**src/rtl/hash_op_requester.sv**
```systemverilog
// Request sequencer for the hashtable controller: buffers host ops,
// waits out the table lookup, commits for one cycle, returns a response.
module hash_op_requester #(
  parameter int KEY_WIDTH      = 2,
  parameter int DATA_WIDTH     = 32,
  parameter int FIFO_DEPTH     = 4,
  parameter int LOOKUP_LATENCY = 2
) (
  input  logic                  clk,
  input  logic                  rst_n,
  input  logic                  req_valid_i,
  output logic                  req_ready_o,
  input  logic [1:0]            req_op_i,
  input  logic [KEY_WIDTH-1:0]  req_key_i,
  input  logic [DATA_WIDTH-1:0] req_data_i,
  output logic                  rsp_valid_o,
  input  logic                  rsp_ready_i,
  output logic [1:0]            rsp_op_o,
  output logic [KEY_WIDTH-1:0]  rsp_key_o,
  output logic [DATA_WIDTH-1:0] rsp_data_o,
  output logic [2:0]            rsp_status_o,
  output logic [KEY_WIDTH-1:0]  ctrl_key_o,
  output logic [DATA_WIDTH-1:0] ctrl_data_o,
  output logic [1:0]            ctrl_op_o,
  input  logic [DATA_WIDTH-1:0] ctrl_read_data_i,
  input  logic                  ctrl_valid_i,
  input  logic                  ctrl_no_deletion_target_i,
  input  logic                  ctrl_no_write_space_i,
  input  logic                  ctrl_no_element_found_i,
  input  logic                  ctrl_key_already_present_i,
  output logic                  busy_o,
  output logic                  protocol_error_o
);

  localparam int AW = $clog2(FIFO_DEPTH);
  localparam int CW = $clog2(FIFO_DEPTH + 1);
  localparam int LW = $clog2(LOOKUP_LATENCY + 1);
  localparam int EW = 2 + KEY_WIDTH + DATA_WIDTH;

  typedef enum logic [1:0] {
    IDLE,
    LOOKUP,
    COMMIT,
    RESPOND
  } state_t;

  logic [EW-1:0]         mem_q [FIFO_DEPTH];
  logic [AW-1:0]         wr_ptr_q, rd_ptr_q;
  logic [CW-1:0]         cnt_q;
  logic                  init_q;
  logic                  full, empty, push, pop;
  logic [1:0]            head_op;
  logic [KEY_WIDTH-1:0]  head_key;
  logic [DATA_WIDTH-1:0] head_data;

  state_t                state_q, state_d;
  logic [LW-1:0]         lat_q, lat_d;
  logic [1:0]            op_q;
  logic [KEY_WIDTH-1:0]  key_q;
  logic [DATA_WIDTH-1:0] data_q;
  logic [1:0]            rsp_op_q;
  logic [KEY_WIDTH-1:0]  rsp_key_q;
  logic [DATA_WIDTH-1:0] rsp_data_q, rdata_d;
  logic [2:0]            rsp_status_q, status_d;
  logic                  perr_q;

  assign full  = (cnt_q == CW'(FIFO_DEPTH));
  assign empty = (cnt_q == '0);
  assign req_ready_o = init_q & ~full;
  assign push  = req_valid_i & req_ready_o;
  assign pop   = (state_q == IDLE) & ~empty;
  assign {head_op, head_key, head_data} = mem_q[rd_ptr_q];

  // ready stays low until the first edge after reset release
  always_ff @(posedge clk or negedge rst_n) begin
    if (!rst_n) begin
      init_q   <= 1'b0;
      wr_ptr_q <= '0;
      rd_ptr_q <= '0;
      cnt_q    <= '0;
    end else begin
      init_q <= 1'b1;
      if (push) wr_ptr_q <= wr_ptr_q + AW'(1);
      if (pop)  rd_ptr_q <= rd_ptr_q + AW'(1);
      if (push && !pop)      cnt_q <= cnt_q + CW'(1);
      else if (pop && !push) cnt_q <= cnt_q - CW'(1);
    end
  end

  always_ff @(posedge clk) begin
    if (push) mem_q[wr_ptr_q] <= {req_op_i, req_key_i, req_data_i};
  end

  always_comb begin
    state_d = state_q;
    lat_d   = lat_q;
    unique case (state_q)
      IDLE: begin
        if (pop && head_op != 2'b00) begin
          state_d = LOOKUP;
          lat_d   = LW'(LOOKUP_LATENCY);
        end
      end
      LOOKUP: begin
        lat_d = lat_q - LW'(1);
        if (lat_q == LW'(1)) state_d = COMMIT;
      end
      COMMIT:  state_d = RESPOND;
      RESPOND: if (rsp_ready_i) state_d = IDLE;
      default: state_d = IDLE;
    endcase
  end

  always_comb begin
    status_d = 3'd0;
    rdata_d  = '0;
    unique case (op_q)
      2'b01: begin
        if (ctrl_no_element_found_i) status_d = 3'd1;
        else rdata_d = ctrl_read_data_i;
      end
      2'b10: begin
        if (ctrl_key_already_present_i) status_d = 3'd3;
        else if (ctrl_no_write_space_i) status_d = 3'd2;
      end
      2'b11: if (ctrl_no_deletion_target_i) status_d = 3'd4;
      default: status_d = 3'd0;
    endcase
  end

  always_ff @(posedge clk or negedge rst_n) begin
    if (!rst_n) begin
      state_q      <= IDLE;
      lat_q        <= '0;
      op_q         <= '0;
      key_q        <= '0;
      data_q       <= '0;
      rsp_op_q     <= '0;
      rsp_key_q    <= '0;
      rsp_data_q   <= '0;
      rsp_status_q <= '0;
      perr_q       <= 1'b0;
    end else begin
      state_q <= state_d;
      lat_q   <= lat_d;
      if (pop) {op_q, key_q, data_q} <= {head_op, head_key, head_data};
      if (state_q == COMMIT) begin
        rsp_op_q     <= op_q;
        rsp_key_q    <= key_q;
        rsp_data_q   <= rdata_d;
        rsp_status_q <= status_d;
        if (!ctrl_valid_i) perr_q <= 1'b1;
      end
    end
  end

  // op is gated by state so reset drops it without waiting for an edge
  assign ctrl_op_o        = (state_q == COMMIT) ? op_q : 2'b00;
  assign ctrl_key_o       = key_q;
  assign ctrl_data_o      = data_q;
  assign rsp_valid_o      = (state_q == RESPOND);
  assign rsp_op_o         = rsp_op_q;
  assign rsp_key_o        = rsp_key_q;
  assign rsp_data_o       = rsp_data_q;
  assign rsp_status_o     = rsp_status_q;
  assign busy_o           = (state_q != IDLE) | ~empty;
  assign protocol_error_o = perr_q;

endmodule

```
**config.mk**
```make
export PLATFORM = sky130hd
export DESIGN_NAME = hash_op_requester
export DESIGN_NICKNAME = d
export VERILOG_FILES = /design/src/rtl/hash_op_requester.sv
export SDC_FILE = /design/constraint.sdc
export NUM_CORES = 1
export LEC_CHECK = 0
export BUFFER_PORTS_ARGS = -buffer_cell sky130_fd_sc_hd__buf_2
export CAP_MARGIN = 5
export CORE_MARGIN = 4
export CORE_UTILIZATION = 25
export CTS_CLUSTER_DIAMETER = 100
export DETAILED_ROUTE_END_ITERATION = 10
export GPL_ROUTABILITY_DRIVEN = 1
export GPL_TIMING_DRIVEN = 0
export SLEW_MARGIN = 20
export SYNTH_ARGS = -nofsm -noshare
export SYNTH_HDL_FRONTEND = slang
export SYNTH_SLANG_ARGS = --single-unit
```
**constraint.sdc**
```tcl
create_clock -name clk -period 2.1 [get_ports clk]
set_input_delay 0.42 -clock clk [delete_from_list [all_inputs] [get_ports clk]]
set_output_delay 0.42 -clock clk [all_outputs]
set_load 0.01 [all_outputs]
```
* Yosys cells after proc, flatten, opt, wreduce, memory -nomap -nowiden *
Memories as Yosys holds them, arrays and structs flattened.
Index checks and enable logic that the tools add are counted.

word-level totals
  bits in registers = 88
  bits in latches = 0
  RAM bits = 144
  memory bits (read-only) = 0
  input bits = 77
  output and inout port bits = 79
  word-level logic and storage cells = 70
  memories kept = 1

cells by class
  add/subtract/negate cells = 5
  multipliers = 0
  divide/modulo/power cells = 0
  magnitude comparators = 0
  eq/ne operators = 11
  shifts and indexed selects = 0
  multiplexer cells = 18
  bitwise operators = 7
  reductions and logical operators = 14

memory list
  name   words  bits a word  read ports  clocked after memory_dff  wr ports  RTL line  RTL
  mem_q  4      36           1           0                         1         47        logic [EW-1:0] mem_q [FIFO_DEPTH];

operators with widths
  cell                   number
  $mux W32               2
  $mux W2                7
  $mux W3                3
  $pmux W3 S3            1
  $eq A2 B2 Y1 const B   4
  $pmux W2 S4            1
  $reduce_bool A2 Y1     4
  $eq A2 B1 Y1 const B   3
  $add A2 B1 Y2 const B  2
  $ne A2 B1 Y1 const B   2
  $pmux W2 S2            1
  $reduce_and A2 Y1      2
  $add A3 B1 Y3 const B  1
  $and A1 B1 Y1          3
  $eq A3 B3 Y1 const B   1
  $logic_and A1 B1 Y1    3
  $logic_not A3 Y1       1
  $mux W1                3
  $not A1 Y1             3
  $reduce_and A3 Y1      1
  $sub A3 B1 Y3 const B  1
  $logic_not A1 Y1       2
  $logic_not A2 Y1       1
  $ne A2 B2 Y1 const B   1
  2 further kinds        2

* Logic depth before layout (Yosys ltp) *
Gate-level depths: netlist of run 1.

  depth after elaboration = 8
  gate-level depth with buffers = 11
  depth with buffers taken out = 10

* Worst setup path before layout of run 1 *
No wires, ideal clock.

  path kind = flip-flop to flip-flop
  start point = register cnt_q[0]
  end point = memory mem_q[0][0] (netlist bit), enable pin
  library setup time = 397 ps
  arrival time = 1988 ps
  required time = 1703 ps
  setup slack = -285 ps
  stages on the path, launching flop included = 4
  path buffers = 0
  period minus slack after synthesis = 2385 ps
  cell sequence = dfrtp_1 -> nor2_1 -> a21boi_0 -> and3_1

between the ends
  word-level cells in the longest chain between the ends = 6

RTL lines
  what                           RTL line  RTL
  start, declared                49        logic [CW-1:0] cnt_q;
  start signal, assigned         85        if (push && !pop) cnt_q <= cnt_q + CW'(1);
  start signal, assigned         86        else if (pop && !push) cnt_q <= cnt_q - CW'(1);
  $eq A3 B3 Y1                   67        assign full = (cnt_q == CW'(FIFO_DEPTH));
  $not A1 Y1                     69        assign req_ready_o = init_q & ~full;
  $and A1 B1 Y1                  69
  net req_ready_o                12        output logic req_ready_o,
  $and A1 B1 Y1                  70        assign push = req_valid_i & req_ready_o;
  $mux W1                        91        if (push) mem_q[wr_ptr_q] <= {req_op_i, req_key_i, req_data_i};
  $mux W1 (implied by the code)  91
  end, declared                  47

The timed path passes the listed nets, and every way through them passes these cells.

* Worst setup path after layout of run 1 *
  start point = register state_q[0]
  end point = output ctrl_op_o[1]

between the ends
  word-level cells in the longest chain between the ends = 2

RTL lines
  what                    RTL line  RTL
  start, declared         56        state_t state_q, state_d;
  start signal, assigned  144       state_q <= state_d;
  $eq A2 B2 Y1            158       assign ctrl_op_o = (state_q == COMMIT) ? op_q : 2'b00;
  $mux W2                 158
  end, declared           24        output logic [1:0] ctrl_op_o,

Every way passes these cells.

==> impl_results.html, run 1 <==
<table>
<tr><th>Metric</th><th>Value</th></tr>
<tr><th colspan="2">Yosys</th></tr>
<tr><td>Number of enable-type register cells in the synthesized netlist</td><td>144</td></tr>
<tr><td>Top cells by area, synth</td><td>edfxtp_1, dfrtp_1, mux4_2</td></tr>
<tr><td>Simple-gate portion of the synthesized area</td><td>7.16%</td></tr>
<tr><td>Adder-cell share of the synthesized area</td><td>under 10%</td></tr>
<tr><td>Area share of the largest cell type after synthesis</td><td>around half</td></tr>
<tr><td>Prevailing post-synth register cell</td><td>edfxtp_1</td></tr>
<tr><td>Most frequent cells after synthesis</td><td>edfxtp_1, nand2_1, dfrtp_1</td></tr>
<tr><td>Async set-or-reset flop fraction in the synthesized netlist</td><td>37.9%</td></tr>
<tr><td>Synthesized-area fraction occupied by xor and xnor cells</td><td>less than 1%</td></tr>
<tr><td>Synth warn</td><td>0</td></tr>
<tr><td>Portion of the post-synthesis area used by sequential elements</td><td>around three quarters</td></tr>
<tr><td>Count leader, synth</td><td>edfxtp_1</td></tr>
<tr><td>Mean cell area of the mapped netlist</td><td>around 15 sq um</td></tr>
<tr><td>Gate Count Post-Synth</td><td>574</td></tr>
<tr><td>Complex-gate fraction of the synthesized area</td><td>3.22%</td></tr>
<tr><td>Dominant cell type by area after synthesis</td><td>edfxtp_1</td></tr>
<tr><td>Netlist Area Pre-Place</td><td>between 8000 and 9000 sq um</td></tr>
<tr><td>Largest family of logic cells by synthesized area</td><td>multiplexers</td></tr>
<tr><td>Syn Nets</td><td>~660</td></tr>
<tr><td>Distinct cell type count of the synthesized netlist</td><td>38</td></tr>
<tr><td>Multiplexer share of the synthesized area</td><td>about a tenth</td></tr>
<tr><td>Number of storage elements in the synthesis netlist</td><td>232</td></tr>
<tr><th colspan="2">CTS</th></tr>
<tr><td>Maximum root-to-sink buffer count</td><td>3</td></tr>
<tr><td>Clock Sink Count</td><td>approximately 230</td></tr>
<tr><td>Worst-path clk slew</td><td>~60 ps</td></tr>
<tr><td>Root buffer cell</td><td>clkbuf_16</td></tr>
<tr><td>Number of levels in the clock H-tree</td><td>1</td></tr>
<tr><td>TritonCTS clock tree</td><td>yes</td></tr>
<tr><td>Source-to-sink clock delay at the later pin of the worst-skew pair</td><td>between 500 and 600 ps</td></tr>
<tr><td>Cts bufs inserted</td><td>25</td></tr>
<tr><th colspan="2">Layout</th></tr>
<tr><td>Number of fill cells</td><td>between 3000 and 4000</td></tr>
<tr><td>Combined flip-flop and latch cell area</td><td>between 6000 and 7000 sq um</td></tr>
<tr><td>Area growth syn-to-layout</td><td>28.6%</td></tr>
<tr><td>Final std cell area, no fill</td><td>~11000 sq um</td></tr>
<tr><td>Layout cells sized above 1</td><td>around a third</td></tr>
<tr><td>Cell Count, Final, Fillers Out</td><td>around 1200</td></tr>
<tr><td>Area of combinational cells with multiple inputs</td><td>between 2000 and 2500 sq um</td></tr>
<tr><td>Number of nets in the final layout</td><td>~860</td></tr>
<tr><th colspan="2">Route</th></tr>
<tr><td>Antenna-violating nets left</td><td>0</td></tr>
<tr><td>Drt via density</td><td>4.15</td></tr>
<tr><td>Total iterations of the first detailed-routing run</td><td>4</td></tr>
<tr><td>Post-detailed-route wirelength per cell</td><td>approximately 16 microns</td></tr>
<tr><td>Number of vias after detailed routing</td><td>5163</td></tr>
<tr><td>DRC violation count after routing</td><td>0</td></tr>
<tr><td>Number of DRC markers in iteration 0</td><td>between 200 and 250</td></tr>
<tr><td>Final Routed Wirelength</td><td>between 20000 and 25000 microns</td></tr>
<tr><th colspan="2">Pwr</th></tr>
<tr><td>Peak ir drop on the vdd network</td><td>~0.74 mV</td></tr>
<tr><td>Relative contribution of sequential cells to total power</td><td>roughly two fifths</td></tr>
<tr><td>Net switching power of the design</td><td>a little over 5 mW</td></tr>
<tr><td>Clock power frac</td><td>a little under a third</td></tr>
<tr><td>Power per cell area</td><td>1440 nW/um^2</td></tr>
<tr><td>Leakage power</td><td>4.65 nW</td></tr>
<tr><td>Proportion of power drawn by combinational gates</td><td>roughly 30%</td></tr>
<tr><td>Switching Share</td><td>approximately 31%</td></tr>
<tr><td>Internal power</td><td>approximately 11 mW</td></tr>
<tr><th colspan="2">Run</th></tr>
<tr><td>Number of maximum-capacitance violations</td><td>0</td></tr>
<tr><th colspan="2">Die</th></tr>
<tr><td>Vertical die dimension</td><td>~200 microns</td></tr>
<tr><td>Horizontal extent of the die</td><td>approximately 200 microns</td></tr>
<tr><td># IOs</td><td>roughly 160</td></tr>
<tr><td>Starting density of the core</td><td>between 20% and 30%</td></tr>
<tr><td>Area enclosed by the die boundary</td><td>~38000 sq um</td></tr>
<tr><td>Standard-cell row count</td><td>68</td></tr>
<tr><td>Floorplan Core Area</td><td>about 35000 sq um</td></tr>
<tr><th colspan="2">Global routing</th></tr>
<tr><td>Wire length of the first global-routing pass</td><td>31900 microns</td></tr>
<tr><td>Antenna violations before repair</td><td>5</td></tr>
<tr><td>GR Util All Layers</td><td>approximately a tenth</td></tr>
<tr><td>Largest net degree at the start of global routing</td><td>between 40 and 50</td></tr>
<tr><td>Total grt overflow</td><td>0</td></tr>
<tr><td>Vias in the first global route</td><td>roughly 5400</td></tr>
<tr><th colspan="2">Timing</th></tr>
<tr><td>Remaining max-slew budget at the tightest pin</td><td>between 40% and 50%</td></tr>
<tr><td>Total Negative Setup Slacks</td><td>0 ps</td></tr>
<tr><td>Final period util</td><td>98.4%</td></tr>
<tr><td>RSZ-0062 raised after global routing</td><td>true</td></tr>
<tr><td>Maximum clock frequency</td><td>484 MHz</td></tr>
<tr><td>Final Max Tran Viols</td><td>0</td></tr>
<tr><td>Worst hold slack</td><td>around 100 ps</td></tr>
<tr><td>Final setup violation count</td><td>0</td></tr>
<tr><td>Least-Margin Pin Slew</td><td>between 700 and 800 ps</td></tr>
<tr><td>Layout Skew</td><td>between 10 and 15 ps</td></tr>
<tr><td>Minimum clock period after layout</td><td>between 2000 and 2500 ps</td></tr>
<tr><td>Hold violation total from the final report</td><td>0</td></tr>
<tr><th colspan="2">Hold path</th></tr>
<tr><td>Endpoint with the worst hold slack</td><td>mem_q[0][31]$_DFFE_PP_</td></tr>
<tr><td>Hold Startpoint</td><td>req_data_i[31]</td></tr>
<tr><td>Hold WC Path Type</td><td>primary input to register</td></tr>
<tr><td>Cell depth of the worst hold path</td><td>1</td></tr>
<tr><th colspan="2">Place</th></tr>
<tr><td>Post-DP Area</td><td>approximately 10000 sq um</td></tr>
<tr><td>Post-detailed-placement half-perimeter wirelength</td><td>roughly 13000 microns</td></tr>
<tr><td>Cell count after placement</td><td>about 1200</td></tr>
<tr><td>Routability-driven placement congestion ratio</td><td>0.776</td></tr>
<tr><td>Port Buf Inserts</td><td>~160</td></tr>
<tr><th colspan="2">Setup path</th></tr>
<tr><td>Crit path max fanout</td><td>10</td></tr>
<tr><td>Cell breakdown of the critical path</td><td>inv_2 -&gt; ha_2 -&gt; buf_6 -&gt; buf_8 -&gt; and2_4 -&gt; buf_6</td></tr>
<tr><td>CP peak stage delay</td><td>roughly 360 ps</td></tr>
<tr><td>R2r endpoint</td><td>cnt_q[1]$_DFFE_PN0P_</td></tr>
<tr><td>Most frequent cell on the critical path</td><td>buf_6</td></tr>
<tr><td>Slowest stage cell on the critical path</td><td>dfrtp_1</td></tr>
<tr><td>R2R depth</td><td>9</td></tr>
<tr><td>Worst endpoint required time</td><td>1680 ps</td></tr>
<tr><td>Element type at the critical path start</td><td>register</td></tr>
<tr><td>Source of the worst register-to-register timing path</td><td>state_q[1]$_DFFE_PN0P_</td></tr>
<tr><td>Cell family with most CP delay</td><td>buffers and inverters</td></tr>
<tr><td>Worst setup EP type</td><td>primary output</td></tr>
<tr><td>Worst Path Arrival</td><td>1650 ps</td></tr>
<tr><td>Class of the most critical setup path</td><td>register to primary output</td></tr>
<tr><td>Worst reg2reg setup slack</td><td>approximately 90 ps</td></tr>
<tr><td>Worst path bufs/invs</td><td>4</td></tr>
<tr><th colspan="2">Status</th></tr>
<tr><td>Result of the run</td><td>finished, final reports clean</td></tr>
</table>
## worst max path at each step
| stage | start | endpoint | slack, ps | cells after the start |
|---|---|---|---|---|
| floorplan | state_q[0]$_DFFE_PN0P_ | cnt_q[1]$_DFFE_PN0P_ | 10 | 9 |
| global placement | rst_n | ctrl_data_o[18]$_DFFE_PN0P_ | -480 | 1 |
| detailed placement | state_q[0]$_DFFE_PN0P_ | cnt_q[1]$_DFFE_PN0P_ | -200 | 9 |
| CTS | state_q[0]$_DFFE_PN0P_ | ctrl_op_o[1] | -30 | 6 |
| global route | state_q[0]$_DFFE_PN0P_ | ctrl_op_o[1] | -40 | 6 |
| finish | state_q[0]$_DFFE_PN0P_ | ctrl_op_o[1] | 30 | 6 |
## final cells by class
cell class                      instances  share of cell area [%]
Sequential cell                       232                    57.5
Inverter                               47                    1.55
Timing Repair Buffer                  169                    8.07
Clock buffer                           31                    5.97
Tap cell                              455                    5.01
Multi-Input combinational cell        271                    18.3
Antenna cell                            1                  0.0220
Clock inverter                         15                    2.34
Buffer                                 24                    1.21
## worst register-to-register path: cells and delay by family, from the launching register on
kind | cells | cell delay, ps
fa+ha+maj | 3 | 710
flops | 1 | 410
buf+inv | 4 | 350
compound gates | 1 | 170
mux | 1 | 260
## sequential cells by signal, summed over array words and instances (netlist names)
register,count
lat_q,2
rsp_key_o,2
rd_ptr_q,2
op_q,2
protocol_error_o,1
wr_ptr_q,2
ctrl_data_o,32
ctrl_key_o,2
mem_q,144
rsp_op_o,2
rsp_status_o,3
cnt_q,3
init_q,1
state_q,2
rsp_data_o,32
## per-layer routing
metal | share of wire, % | vias up | GRT usage (%)
li1 | - | 2429 | -
met1 | 43 | 2509 | 13.6
met2 | 47 | 180 | 17.4
met3 | 8.2 | 37 | 3.28
met4 | 2.0 | 8 | 2.12
met5 | 0.27 | - | 0
## cell families after synthesis
logic type                 after synthesis
other                                    1
muxes                                   42
adders and majority gates               11
xor gates and xnor gates                 7
AOI/OAI and AO/OA                       50
DFF                                    232
and+or+nand+nor                        160
buffers and inverters                   71
## per-stage QoR
stage	setup WS [ps]	power, mW	util (%)
final	34.6	16.4	32.7
after global routing	-42.4	17.5	32.7
after CTS	-27.8	16.6	32.6
after detailed placement	-201	11.4	29.5
after global placement	-476	11.2	29.4
after floorplan	10.0	9.51	-
## cell usage in the layout, fill, tap and decap left out, types with 3 or more instances in the layout
master and n:
xnor2_1 5, nor2_1 5, clkbuf_1 13, a21oi_1 3, mux2_2 5, mux4_1 3, nand2_1 143, dfrtp_1 87
clkinv_2 3, buf_2 160, buf_6 4, mux4_2 33, inv_1 44, inv_2 3, clkinv_1 3, buf_4 12
clkbuf_16 25, clkbuf_8 4, ha_1 7, and3_4 4, o21ai_0 36, edfxtp_1 144, bufinv_16 7
## power groups by stage
stage | combinational [mW] | clock (mW) | sequential (mW)
floorplan | 2.77 | 0 | 6.74
global placement | 4.72 | 0 | 6.51
detailed placement | 4.82 | 0 | 6.54
CTS | 5.05 | 5.13 | 6.45
global route | 5.57 | 5.34 | 6.56
finish | 4.96 | 4.97 | 6.43
## timing repair
item	in CTS	in global routing
buffers inserted	8	4
hold endpoints to repair	46	0
pin swaps	2	2
endpoints found under the setup margin	193	9
hold buffers	1	0
resized for setup	17	8
Power figures use the tool's default switching activity.
==> run 2, diff against run 1 <==
--- a/config.mk
+++ b/config.mk
@@ -7,2 +7,3 @@
 export LEC_CHECK = 0
+export ABC_AREA = 1
 export BUFFER_PORTS_ARGS = -buffer_cell sky130_fd_sc_hd__buf_2
@@ -15,2 +16,3 @@
 export GPL_TIMING_DRIVEN = 0
+export REMOVE_ABC_BUFFERS = 1
 export SLEW_MARGIN = 20
--- a/constraint.sdc
+++ b/constraint.sdc
@@ -3,2 +3,2 @@
 set_output_delay 0.42 -clock clk [all_outputs]
-set_load 0.01 [all_outputs]
+set_load 0.02 [all_outputs]
==> run 2 against run 1 <==
  * Clock skew rose by 3.7 ps
  * Setup slack got worse by 4.0 ps
  * Die area rose by 1.3%
  * First-iteration DRC count rose by 27%
  * Sequential share of layout area fell by 0.25 points
  * Non-clock buffer count fell by 12
  * Critical endpoint is now cnt_q[1]$_DFFE_PN0P_
  * Sequential power rose by 2%
  * Clock power fell by 12%
  * Cell count rose by 8.6%
  * Fmax fell by 0.19%
  * Combinational power rose by 25%
==> impl_results.html, run 2 <==
<table>
<tr><th>Metric</th><th>Value</th></tr>
<tr><th colspan="2">Die</th></tr>
<tr><td>Standard-cell row count</td><td>69 (+1.5%)</td></tr>
<tr><td>Horizontal extent of the die</td><td>197 microns (+0.63%)</td></tr>
<tr><td>Starting density of the core</td><td>25.3% (-0.16 points)</td></tr>
<tr><td>Vertical die dimension</td><td>197 microns (+0.63%)</td></tr>
<tr><td>Floorplan Core Area</td><td>35400 sq um (+2.0%)</td></tr>
<tr><td># IOs</td><td>156 (unchanged)</td></tr>
<tr><td>Area enclosed by the die boundary</td><td>38900 sq um (+1.3%)</td></tr>
<tr><th colspan="2">CTS</th></tr>
<tr><td>Number of levels in the clock H-tree</td><td>1 (unchanged)</td></tr>
<tr><td>Cts bufs inserted</td><td>26 (+4.0%)</td></tr>
<tr><td>Clock Sink Count</td><td>232 (unchanged)</td></tr>
<tr><td>Maximum root-to-sink buffer count</td><td>3 (unchanged)</td></tr>
<tr><td>Source-to-sink clock delay at the later pin of the worst-skew pair</td><td>530 ps (about the same)</td></tr>
<tr><td>Root buffer cell</td><td>clkbuf_16</td></tr>
<tr><td>Worst-path clk slew</td><td>60 ps (about the same)</td></tr>
<tr><td>TritonCTS clock tree</td><td>yes</td></tr>
<tr><th colspan="2">Layout</th></tr>
<tr><td>Layout cells sized above 1</td><td>28.1% (-7.2 points)</td></tr>
<tr><td>Number of nets in the final layout</td><td>959 (+12%)</td></tr>
<tr><td>Antenna cells</td><td>0 (-1)</td></tr>
<tr><td>Most frequent standard cell in the layout excluding fill and tap cells</td><td>nor2_1</td></tr>
<tr><td>Top library cells by usage in the layout, fill and taps aside</td><td>nor2_1, buf_2, edfxtp_1</td></tr>
<tr><td>Largest register by flop count</td><td>mem_q</td></tr>
<tr><td>Number of fill cells</td><td>3554 (+2.2%)</td></tr>
<tr><td>Cell Count, Final, Fillers Out</td><td>1352 (+8.6%)</td></tr>
<tr><td>Largest register FFs</td><td>144 (unchanged)</td></tr>
<tr><td>Area growth syn-to-layout</td><td>27.6%</td></tr>
<tr><th colspan="2">Yosys</th></tr>
<tr><td>Number of storage elements in the synthesis netlist</td><td>232 (unchanged)</td></tr>
<tr><td>Number of enable-type register cells in the synthesized netlist</td><td>144 (unchanged)</td></tr>
<tr><td>Gate Count Post-Synth</td><td>701 (+22%)</td></tr>
<tr><td>Mean cell area of the mapped netlist</td><td>12.8 sq um (-17%)</td></tr>
<tr><td>Async set-or-reset flop fraction in the synthesized netlist</td><td>37.9% (unchanged)</td></tr>
<tr><td>Dominant cell type by area after synthesis</td><td>edfxtp_1</td></tr>
<tr><td>Prevailing post-synth register cell</td><td>edfxtp_1</td></tr>
<tr><td>Synth warn</td><td>0 (unchanged)</td></tr>
<tr><td>Most frequent cells after synthesis</td><td>nor2_1, edfxtp_1, dfrtp_1</td></tr>
<tr><td>Top cells by area, synth</td><td>edfxtp_1, dfrtp_1, nor2_1</td></tr>
<tr><td>Area share of the largest cell type after synthesis</td><td>48.3% (-0.64 points)</td></tr>
<tr><td>Distinct cell type count of the synthesized netlist</td><td>30 (-21%)</td></tr>
<tr><td>Netlist Area Pre-Place</td><td>8950 sq um (+1.3%)</td></tr>
<tr><td>Portion of the post-synthesis area used by sequential elements</td><td>73.0% (-0.96 points)</td></tr>
<tr><td>Count leader, synth</td><td>nor2_1</td></tr>
<tr><th colspan="2">Place</th></tr>
<tr><td>Post-Place Worst Slack</td><td>-467 ps (-266 ps)</td></tr>
<tr><td>Port Buf Inserts</td><td>155 (unchanged)</td></tr>
<tr><td>Post-detailed-placement half-perimeter wirelength</td><td>13700 microns (+3.6%)</td></tr>
<tr><td>Cell count after placement</td><td>1288 (+8.7%)</td></tr>
<tr><td>Routability-driven placement congestion ratio</td><td>0.754 (-2.8%)</td></tr>
<tr><th colspan="2">Timing</th></tr>
<tr><td>Minimum clock period after layout</td><td>2070 ps (+3.97 ps)</td></tr>
<tr><td>Final period util</td><td>98.5% (+0.19 points)</td></tr>
<tr><td>Layout Skew</td><td>15.9 ps (+3.73 ps)</td></tr>
<tr><td>Final setup slack of the worst path</td><td>30.6 ps (-3.97 ps)</td></tr>
<tr><td>Final setup violation count</td><td>0 (unchanged)</td></tr>
<tr><td>Total Negative Setup Slacks</td><td>0 ps (unchanged)</td></tr>
<tr><td>Final Max Tran Viols</td><td>0 (unchanged)</td></tr>
<tr><td>Worst hold slack</td><td>80.5 ps (-21.1 ps)</td></tr>
<tr><td>Maximum clock frequency</td><td>483 MHz (-0.19%)</td></tr>
<tr><td>Least-Margin Pin Slew</td><td>733 ps (-18.9 ps)</td></tr>
<tr><td>RSZ-0062 raised after global routing</td><td>true</td></tr>
<tr><td>Remaining max-slew budget at the tightest pin</td><td>51.0% (+1.2 points)</td></tr>
<tr><td>Hold violation total from the final report</td><td>0 (unchanged)</td></tr>
<tr><th colspan="2">Setup path</th></tr>
<tr><td>R2R depth</td><td>9 (unchanged)</td></tr>
<tr><td>Cell breakdown of the critical path</td><td>inv_1 -&gt; ha_2 -&gt; inv_2 -&gt; a21oi_4 -&gt; inv_2 -&gt; ha_1 -&gt; inv_2 -&gt; fa_1 -&gt; mux2_2</td></tr>
<tr><td>Most frequent cell on the critical path</td><td>inv_2</td></tr>
<tr><td>Cell family with most CP delay</td><td>adder cells</td></tr>
<tr><td>Worst setup EP type</td><td>register</td></tr>
<tr><td>Crit path max fanout</td><td>4 (-6)</td></tr>
<tr><td>Worst path bufs/invs</td><td>4 (unchanged)</td></tr>
<tr><td>CP peak stage delay</td><td>440 ps (+80 ps)</td></tr>
<tr><td>Element type at the critical path start</td><td>register</td></tr>
<tr><td>Class of the most critical setup path</td><td>register to register</td></tr>
<tr><td>Worst endpoint required time</td><td>2520 ps (+840 ps)</td></tr>
<tr><td>Source of the worst register-to-register timing path</td><td>state_q[1]$_DFFE_PN0P_</td></tr>
<tr><td>R2r endpoint</td><td>cnt_q[1]$_DFFE_PN0P_</td></tr>
<tr><td>Slowest stage cell on the critical path</td><td>dfrtp_1</td></tr>
<tr><td>Worst Path Arrival</td><td>2490 ps (+840 ps)</td></tr>
<tr><td>Worst reg2reg setup slack</td><td>30 ps (-60 ps)</td></tr>
<tr><th colspan="2">Route</th></tr>
<tr><td>Drt via density</td><td>4.31 (+4.0%)</td></tr>
<tr><td>Number of vias after detailed routing</td><td>5833 (+13%)</td></tr>
<tr><td>Total iterations of the first detailed-routing run</td><td>5 (+1)</td></tr>
<tr><td>Number of DRC markers in iteration 0</td><td>301 (+27%)</td></tr>
<tr><td>DRC violation count after routing</td><td>0 (unchanged)</td></tr>
<tr><td>Post-detailed-route wirelength per cell</td><td>16.2 microns (-1.5%)</td></tr>
<tr><td>Final Routed Wirelength</td><td>21900 microns (+7.0%)</td></tr>
<tr><td>Antenna-violating nets left</td><td>0 (unchanged)</td></tr>
<tr><th colspan="2">Hold path</th></tr>
<tr><td>Endpoint with the worst hold slack</td><td>protocol_error_o$_DFFE_PN0P_</td></tr>
<tr><td>Hold WC Path Type</td><td>primary input to register</td></tr>
<tr><td>Hold Startpoint</td><td>ctrl_valid_i</td></tr>
<tr><td>Cell depth of the worst hold path</td><td>2 (+1)</td></tr>
<tr><th colspan="2">Global routing</th></tr>
<tr><td>Wire length of the first global-routing pass</td><td>33300 microns (+4.5%)</td></tr>
<tr><td>GR Util All Layers</td><td>10.8% (+0.35 points)</td></tr>
<tr><td>Largest net degree at the start of global routing</td><td>74 (+54%)</td></tr>
<tr><td>Antenna violations before repair</td><td>1 (-4)</td></tr>
<tr><td>Total grt overflow</td><td>0 (unchanged)</td></tr>
<tr><td>Vias in the first global route</td><td>5924 (+9.3%)</td></tr>
<tr><th colspan="2">Pwr</th></tr>
<tr><td>Switching Share</td><td>37.2% (+6.2 points)</td></tr>
<tr><td>Power per cell area</td><td>1500 nW/um^2 (+3.9%)</td></tr>
<tr><td>Total power</td><td>17.1 mW (+4.5%)</td></tr>
<tr><td>Proportion of power drawn by combinational gates</td><td>36.2% (+5.9 points)</td></tr>
<tr><td>Internal power</td><td>10.7 mW (-4.9%)</td></tr>
<tr><td>Relative contribution of sequential cells to total power</td><td>38.3% (-1.0 points)</td></tr>
<tr><td>Net switching power of the design</td><td>6.36 mW (+25%)</td></tr>
<tr><td>Peak ir drop on the vdd network</td><td>0.697 mV (-5.3%)</td></tr>
<tr><td>Clock power frac</td><td>25.6% (-4.8 points)</td></tr>
<tr><td>Leakage power</td><td>4.55 nW (-2.1%)</td></tr>
<tr><th colspan="2">Run</th></tr>
<tr><td>Number of maximum-capacitance violations</td><td>0 (unchanged)</td></tr>
<tr><th colspan="2">Status</th></tr>
<tr><td>Result of the run</td><td>finished, final reports clean</td></tr>
</table>
## run 2: cell count changes after synthesis, sizes merged, moves of 17 or more
cell,before,now
o21ai,37,75
buf,10,27
a31oi,0,35
mux4,36,0
nor2,5,181
nand2,143,37
a32o,0,33
## run 2: stage by stage
stage                     instance area (sq um)  utilization (%)
after floorplan                            8700                -
after global placement                    10100             28.4
after detailed placement                  10400             29.3
after CTS                                 11300             31.9
after global routing                      11400             32.2
final                                     11400             32.2
## run 2: power by group through the flow
stage               clock [mW]  combinational, mW  sequential, mW
floorplan                    0               2.74            7.39
global placement             0               5.06            6.89
detailed placement           0               5.92            6.66
CTS                       4.53               6.07            6.58
global route              4.73               6.93            6.68
finish                    4.37               6.18            6.54
## run 2: worst max-delay path by stage
stage                            startpoint                     end  slack, ps  depth (start not counted)
finish               state_q[1]$_DFFE_PN0P_    cnt_q[1]$_DFFE_PN0P_         30                          9
global placement    rd_ptr_q[0]$_DFFE_PN0P_  state_q[1]$_DFFE_PN0P_      -2780                          9
detailed placement   state_q[0]$_DFFE_PN0P_    cnt_q[1]$_DFFE_PN0P_       -470                          9
global route         state_q[1]$_DFFE_PN0P_    cnt_q[2]$_DFFE_PN0P_        -80                         11
floorplan            state_q[0]$_DFFE_PN0P_    cnt_q[1]$_DFFE_PN0P_      -1320                          9
CTS                  state_q[0]$_DFFE_PN0P_            ctrl_op_o[0]       -200                          5
## run 2: repair_timing
action / CTS / global route
cloned: 0 / 1
hold buffers: 1 / 0
buffers inserted: 8 / 6
setup endpoints to repair: 156 / 8
hold endpoints to repair: 31 / 0
resized for setup: 13 / 17
pin swaps: 2 / 0
## run 2: per-layer routing
layer | vias up | wire length [microns] | GRT usage [%]
met3 | 31 | 1530 | 3.19
li1 | 2830 | - | -
met2 | 166 | 10500 | 18.5
met4 | 2 | 397 | 2.21
met1 | 2804 | 9470 | 13.8
met5 | - | 7 | 0
## run 2: cell type report
cell class	instances	area [sq um]	share of cell area, %
tap	461	577	5.05
sequential	232	6530	57.2
inverter	32	158	1.38
timing repair inverter	1	8.76	0.0767
multi-input combinational	397	2150	18.8
clock inverter	17	134	1.17
clock buffer	31	691	6.05
timing repair buffer	181	1170	10.2
## run 2: kinds of logic after synthesis
kind of cell,count (synthesis),synth area share (%)
fa+ha+maj,11,1.62
mux,1,0.126
other cells,1,0.0419
compound gates,149,10.8
buf+inv,72,4.07
simple gates,231,9.99
flops,232,73.0
xor+xnor,4,0.392
